===== src/rtl/pipe_pkg.sv =====
// Shared constants and helpers for the elastic pipeline register chain.
package pipe_pkg;
    localparam int STALL_CNT_W       = 32;
    localparam int RESET_VAL_DEFAULT = 0;

    function automatic int OCC_W(input int depth);
        return (depth < 1) ? 1 : $clog2(depth + 1);
    endfunction
endpackage


===== src/rtl/elastic_pipe_stage.sv =====
// One valid/data register pair of the elastic chain; loads its upstream neighbour on Adv.
module elastic_pipe_stage #(
    parameter int               WIDTH     = 32,
    parameter logic [WIDTH-1:0] RESET_VAL = '0
) (
    input  logic             Clk,
    input  logic             Rst,
    input  logic             Flush,
    input  logic             Adv,
    input  logic             In_Valid,
    input  logic [WIDTH-1:0] In_Data,
    output logic             Valid,
    output logic             Valid_Next,
    output logic [WIDTH-1:0] Data
);
    logic             valid_d, valid_q;
    logic [WIDTH-1:0] data_d, data_q;

    // Data only moves with a real word, so an empty advance keeps the old payload.
    always_comb begin
        valid_d = valid_q;
        data_d  = data_q;
        if (Flush) begin
            valid_d = 1'b0;
        end else if (Adv) begin
            valid_d = In_Valid;
            if (In_Valid) begin
                data_d = In_Data;
            end else begin
                data_d = data_q;
            end
        end else begin
            valid_d = valid_q;
        end
    end

    always_ff @(posedge Clk) begin
        if (Rst) begin
            valid_q <= 1'b0;
            data_q  <= RESET_VAL;
        end else begin
            valid_q <= valid_d;
            data_q  <= data_d;
        end
    end

    assign Valid      = valid_q;
    assign Valid_Next = valid_d;
    assign Data       = data_q;
endmodule


===== src/rtl/elastic_pipe_reg.sv =====
// DEPTH-stage valid/ready pipeline register with bubble collapsing and flush.
// Optional stall counter enabled by defining ELASTIC_PIPE_STALL_CNT_EN.
module elastic_pipe_reg
    import pipe_pkg::*;
#(
    parameter int               WIDTH     = 32,
    parameter int               DEPTH     = 2,
    parameter logic [WIDTH-1:0] RESET_VAL = WIDTH'(RESET_VAL_DEFAULT)
) (
    input  logic                      Clk,
    input  logic                      Rst,
    input  logic                      Flush,
    input  logic                      In_Valid,
    input  logic [WIDTH-1:0]          In_Data,
    output logic                      In_Ready,
    output logic                      Out_Valid,
    output logic [WIDTH-1:0]          Out_Data,
    input  logic                      Out_Ready,
    output logic [OCC_W(DEPTH)-1:0]   Occupancy,
    output logic [STALL_CNT_W-1:0]    Stall_Count
);
    localparam int OW = OCC_W(DEPTH);

    logic [DEPTH-1:0] v, v_nxt, adv;
    logic [WIDTH-1:0] d [DEPTH];
    logic             in_ready;
    logic [OW-1:0]    occ_d, occ_q;

    // A stage may advance if anything downstream of it can move or it is empty.
    always_comb begin
        adv            = '0;
        adv[DEPTH-1]   = Out_Ready | ~v[DEPTH-1];
        for (int i = DEPTH - 2; i >= 0; i--) begin
            adv[i] = adv[i+1] | ~v[i];
        end
    end

    assign in_ready = adv[0] & ~Flush;

    for (genvar g = 0; g < DEPTH; g++) begin : g_stage
        logic             src_valid;
        logic [WIDTH-1:0] src_data;
        if (g == 0) begin : g_head
            assign src_valid = In_Valid & in_ready;
            assign src_data  = In_Data;
        end else begin : g_body
            assign src_valid = v[g-1];
            assign src_data  = d[g-1];
        end
        elastic_pipe_stage #(
            .WIDTH     (WIDTH),
            .RESET_VAL (RESET_VAL)
        ) u_stage (
            .Clk        (Clk),
            .Rst        (Rst),
            .Flush      (Flush),
            .Adv        (adv[g]),
            .In_Valid   (src_valid),
            .In_Data    (src_data),
            .Valid      (v[g]),
            .Valid_Next (v_nxt[g]),
            .Data       (d[g])
        );
    end

    always_comb begin
        occ_d = '0;
        for (int i = 0; i < DEPTH; i++) begin
            occ_d = occ_d + OW'(v_nxt[i]);
        end
    end

    always_ff @(posedge Clk) begin
        if (Rst) begin
            occ_q <= '0;
        end else begin
            occ_q <= occ_d;
        end
    end

`ifdef ELASTIC_PIPE_STALL_CNT_EN
    logic [STALL_CNT_W-1:0] stall_d, stall_q;

    // Saturating count of edges where the output word is held back.
    always_comb begin
        stall_d = stall_q;
        if (v[DEPTH-1] & ~Out_Ready & ~Flush & (stall_q != {STALL_CNT_W{1'b1}})) begin
            stall_d = stall_q + STALL_CNT_W'(1);
        end else begin
            stall_d = stall_q;
        end
    end

    always_ff @(posedge Clk) begin
        if (Rst) begin
            stall_q <= '0;
        end else begin
            stall_q <= stall_d;
        end
    end

    assign Stall_Count = stall_q;
`else
    assign Stall_Count = '0;
`endif

    assign In_Ready  = in_ready;
    assign Out_Valid = v[DEPTH-1];
    assign Out_Data  = d[DEPTH-1];
    assign Occupancy = occ_q;
endmodule


===== config.mk =====
export PLATFORM = sky130hd
export DESIGN_NAME = elastic_pipe_reg
export DESIGN_NICKNAME = d
export VERILOG_FILES = /design/src/rtl/pipe_pkg.sv /design/src/rtl/elastic_pipe_stage.sv /design/src/rtl/elastic_pipe_reg.sv
export SDC_FILE = /design/constraint.sdc
export NUM_CORES = 1
export LEC_CHECK = 0
export ABC_AREA = 0
export CORE_MARGIN = 2
export CORE_UTILIZATION = 47
export CTS_BUF_LIST = sky130_fd_sc_hd__clkbuf_16
export DETAILED_ROUTE_END_ITERATION = 12
export PLACE_DENSITY = 0.92
export SLEW_MARGIN = 5
export SYNTH_ARGS = -nofsm -noshare
export SYNTH_HDL_FRONTEND = slang
export SYNTH_HIERARCHICAL = 1
export SYNTH_SLANG_ARGS = --single-unit

===== constraint.sdc =====
create_clock -name Clk -period 1.6 [get_ports Clk]
set_input_delay 0.32 -clock Clk [delete_from_list [all_inputs] [get_ports Clk]]
set_output_delay 0.32 -clock Clk [all_outputs]
set_load 0.02 [all_outputs]

==> metrics.cfg, run 1 <==
[run_status]
status=finished with violations
violations=negative setup slack

[clock_tree]
cts_tree=built
clockBufferDepth=2
cts_buffers=9
clk-insertion-delay-late_ns=0.32
cts_sinks=68
htree_levels=3
root_buffer=clkbuf_16
clk_pin_slew_worst_paths_ns=0.05

[sta]
finalWorstSetupSlack_ns=-0.00936
maxSlewViolCount=0
finClkSkew_ns=0.00473
fmax_mhz=621
hold_viol=0
finalSetupViolations=1
post-route-period-util_pct=101
min_period_ns=1.61

[worst_hold_path]
holdPathStages=3
holdCritStartpoint=Rst
hp-class=in2reg
min_to=Occupancy[0]

[synthesis]
ys_seq_elements=68
synth_top_area_share_pct=40.5
syn-cell-area_um2=3360
synth_edf_count=0
yosysSeqAreaShare_pct=40.5
ys_top_cells_by_area=dfxtp_1 (41%), nand2b_1 (24%), mux2i_1 (20%)
synth_cell_types=16
syn_inst=331
async_reset_ff_share_pct=0
post-synth-top-count-cell=nand2b_1
ys_warn_count=6
synth_area_leader_cell=dfxtp_1
synth_ff_type=dfxtp_1
syn_area_per_cell_um2=10.1
yosys-top-cells-count=nand2b_1 (129), dfxtp_1 (68), mux2i_1 (66)

[worst_setup_path]
startpoint=g_stage[1].u_stage/Valid
reg2reg_from=g_stage[1].u_stage/Valid
cp-end-kind=register
timing.rr.end=g_stage[0].u_stage/Data[29]
reg2regPathDepth=6
rrSetupSlack_ns=-0.009
cp-start-kind=register
crit_required_ns=1.84
crit_arrival_ns=1.85
critical_path.max_fanout=8
path_class=reg2reg

[power_and_ir_drop]
total_leakage_power_nw=2.00
irDropWorstVdd_uv=569
p_per_area_nw_per_um2=861

[die]
rows=30
io_pins=105
core_um2=6870
die-width_um=88.5
die_area_um2=7840
die_y_um=88.5
start_util_pct=48.9

[global_route]
grt_usage_pct=15.0
antenna_found_initial=0
use_met2_pct=27.5
grt_max_degree=75
use_met3_pct=2.80
grt_pass1_wl_um=9200
busiest_layer=met2
grt_use_met1_pct=16.4
grt_pass1_vias=2140
grt-ovfl-total=0

[finish]
fin_nets=443
syn_to_final_growth_pct=31.3
fillers=561
finalNonFillerCells=505
diodes=0
multi_input_area_um2=1680
final_layout_size_suffix_gt1_share_pct=8.07
register_area_um2=1360

[placed_design]
io_buffers=72
dp.cells=486
dp_slack_ns=-0.406
dp_hpwl_um=4100
gp_congestion=0.720

[routing]
drtAntennaViolNets=0
vias=2230
drt-pass1-iter-count=4
routed_wl_um=6230
wl_per_cell_um=12.3
drc=0
avgViaCountPerCell=4.42
drt-initial-drc-count=79

[flow_run]
drv_cap=0

## per-layer routing
metal	vias up	routed length [um]
met4	0	106
met3	9	249
li1	1139	-
met5	-	0
met1	1024	2580
met2	58	3300
## repair_timing
action | in CTS | in global routing
pin swaps | 0 | 3
buffers inserted | 0 | 1
hold buffers | 0 | 0
resized for setup | 12 | 24
endpoints found under the setup margin | 15 | 52
gates cloned | 0 | 3
## stage by stage
step                area [um2]  utilization (%)  setup TNS [ns]  hold WS (ns)  power (mW)
floorplan                 3480                -               0         0.392        2.09
global placement          4030             58.6          -12.17         0.458        2.14
detailed placement        4030             58.6          -15.24         0.462        2.15
CTS                       4260             62.0         -0.0582         0.453        3.83
global route              4410             64.2          -0.214         0.487        3.95
finish                    4410             64.2        -0.00936         0.443        3.80
## placed cells by master (no fill, tap or decap)
cell	n
nor2_1	3
inv_1	2
buf_12	7
dlymetal6s2s_1	21
buf_2	2
ha_1	1
inv_2	1
dfxtp_2	1
clkinv_2	2
clkbuf_16	12
clkinv_1	2
conb_1	32
mux2i_1	66
clkdlybuf4s50_1	41
nor2b_1	2
buf_4	4
nor3b_2	1
nand2b_1	129
dlygate4sd2_1	8
dfxtp_1	67
and3b_2	3
nor3_1	2
## kinds of logic after synthesis
family / Yosys count / share of synthesized area [%]
simple gates: 140 / 26.2
buf+inv: 55 / 13.1
mux: 66 / 19.7
fa+ha+maj: 1 / 0.372
flops: 68 / 40.5
other cells: 1 / 0.112
## registers in the layout, indices dropped and copies added, names as in the netlist
| name | cells |
|---|---|
| Occupancy | 2 |
| g_stage.u_stage/Data | 64 |
| g_stage.u_stage/Valid | 2 |
## worst max-delay path, stage by stage, from the launching register on
cell and delay (ns):
dfxtp_2 0.33, and3b_2 0.24, nor3b_2 0.23, and3b_2 0.24
buf_12 0.14, clkbuf_16 0.17, mux2i_1 0.19
## area by class of cell
type | count | share of cell area, %
Sequential cell | 68 | 30.9
Clock inverter | 6 | 0.567
Timing Repair Buffer | 86 | 22.6
Multi-Input combinational cell | 239 | 38.0
Inverter | 1 | 0.0851
Clock buffer | 9 | 5.10
Tap cell | 96 | 2.72
## worst max-delay path by stage
stage,end,slack [ns],cells after the start
floorplan,Occupancy[0],0.12,6
detailed placement,In_Ready,-0.41,4
global route,g_stage[0].u_stage/Data[29],-0.04,6
finish,g_stage[0].u_stage/Data[29],-0.009,6
global placement,In_Ready,-0.39,4
CTS,g_stage[0].u_stage/Data[2],-0.02,6
## where the power goes
part | internal (mW) | switching [mW]
Sequential | 1.73 | 0.0166
Clock | 1.01 | 0.653
Combinational | 0.211 | 0.183
(Power assumes the default switching activity.)
==> run 2, diff against run 1 <==
- CORE_ASPECT_RATIO: unset -> 1.1
==> metrics.cfg, run 2 (synthesis results as in run 1) <==
[placed_design]
gp_congestion=0.768
dp_hpwl_um=4010
io_buffers=72
dp_slack_ns=-0.469

[worst_hold_path]
holdPathStages=2
hp-class=reg2reg
min_to=g_stage[0].u_stage/Data[5]
holdCritStartpoint=g_stage[0].u_stage/Data[5]

[power_and_ir_drop]
finalPower_mw=3.80
irDropWorstVdd_uv=705
total_leakage_power_nw=1.90
switching_share_pct=22.7
p_sw_mw=0.861
power.internal_mw=2.94
share_seq_of_total_power_pct=45.9
clkPwrFrac_pct=43.9
p_per_area_nw_per_um2=874
combPwrFrac_pct=10.2

[global_route]
grt_pass1_wl_um=9760
antenna_found_initial=0
grt_max_degree=133
grt-ovfl-total=0
grt_pass1_vias=2103
grt_usage_pct=15.7

[routing]
drtAntennaViolNets=0
drt-pass1-iter-count=4
drc=0
wl_per_cell_um=12.5
vias=2238
drt-initial-drc-count=73
avgViaCountPerCell=4.52
routed_wl_um=6190

[finish]
layout_commonest_cell=nand2b_1
syn_to_final_growth_pct=29.4
fin_nets=444
largest_reg_flops=64
layout_common_cells=nand2b_1 (129), dfxtp_1 (66), mux2i_1 (63), clkdlybuf4s50_1 (43), conb_1 (32)
final_layout_size_suffix_gt1_share_pct=8.54
diodes=0

[clock_tree]
clk-insertion-delay-late_ns=0.32
root_buffer=clkbuf_16
hold_buffers=0
cts_tree=built
clk_pin_slew_worst_paths_ns=0.05
cts_sinks=68
clockBufferDepth=2
cts_buffers=9
htree_levels=3

[sta]
rsz0062_at_grt=true
min_period_ns=1.62
fmax_mhz=617
finalWorstSetupSlack_ns=-0.0214
finalSetupViolations=8
finClkSkew_ns=0.00861
maxSlewViolCount=0
hold_viol=0
post-route-period-util_pct=101
tns_ns=-0.101

[flow_run]
drv_cap=0

[die]
die_area_um2=7840
core_um2=6970
rows=32
die_y_um=92.7
io_pins=105
die-width_um=84.6
start_util_pct=48.2

[worst_setup_path]
rrSetupSlack_ns=-0.01
crit_required_ns=1.85
critical_path.max_fanout=5
reg2reg_from=g_stage[1].u_stage/Valid
timing.rr.end=g_stage[0].u_stage/Data[17]
cp-end-kind=register
startpoint=Flush
crit_arrival_ns=1.87
cp-start-kind=primary input
path_class=in2reg
reg2regPathDepth=7

[run_status]
status=finished with violations
violations=negative setup slack

[run 2: repair_timing]
item                                    4_1_cts  5_1_grt
cloned                                        2        0
endpoints found under the setup margin       47       50
pin swaps                                     4        3
setup buffers                                 6        1
gates resized for setup                      20       22
[run 2: cell type report]
class	instances	area, um2
fillers	585	2620
multi-input cells	239	1690
flip-flops and latches	68	1360
repair buffers	87	931
clock buffers	9	225
well taps	85	106
clock inverters	6	23.8
inverters	1	3.75
[run 2: per-layer routing]
layer,share of wire [%],wire length [um],up-vias,track usage (%)
met4,1.9,118,0,7.80
met1,43,2640,1013,19.2
met2,50,3100,73,26.2
met5,0,0,-,0
li1,-,-,1139,-
met3,5.3,325,13,3.39
[run 2: power groups by stage]
stage          combinational [mW]  sequential (mW)  clock (mW)
2_1_floorplan               0.307             1.78           0
3_3_place_gp                0.364             1.78           0
3_5_place_dp                0.369             1.78           0
4_1_cts                     0.392             1.74        1.72
5_1_grt                     0.417             1.75        1.79
6_report                    0.387             1.74        1.67
[run 2: worst max-delay path by stage]
stage	endpoint	slack, ns	depth (start not counted)
final	g_stage[0].u_stage/Data[17]	-0.02	7
after global routing	g_stage[0].u_stage/Data[17]	-0.09	7
after CTS	g_stage[0].u_stage/Data[13]	-0.05	7
after detailed placement	g_stage[0].u_stage/Data[23]	-0.47	7
after global placement	In_Ready	-0.42	4
after floorplan	Occupancy[0]	0.12	6
[run 2: metrics by stage]
step	hold slack, ns	utilization (%)	area (um2)	instances
floorplan	0.392	-	3480	362
global placement	0.459	57.2	3990	473
CTS	0.472	62.2	4330	496
detailed placement	0.462	57.2	3990	473
finish	0.470	62.4	4350	495
global route	0.490	62.4	4350	495
[run 2: critical path, cell delays in order]
cell             delay (ns)
clkdlybuf4s50_1        0.45
buf_4                  0.18
nor3b_4                0.20
and3b_2                0.31
buf_6                  0.13
buf_16                 0.11
mux2i_1                0.18
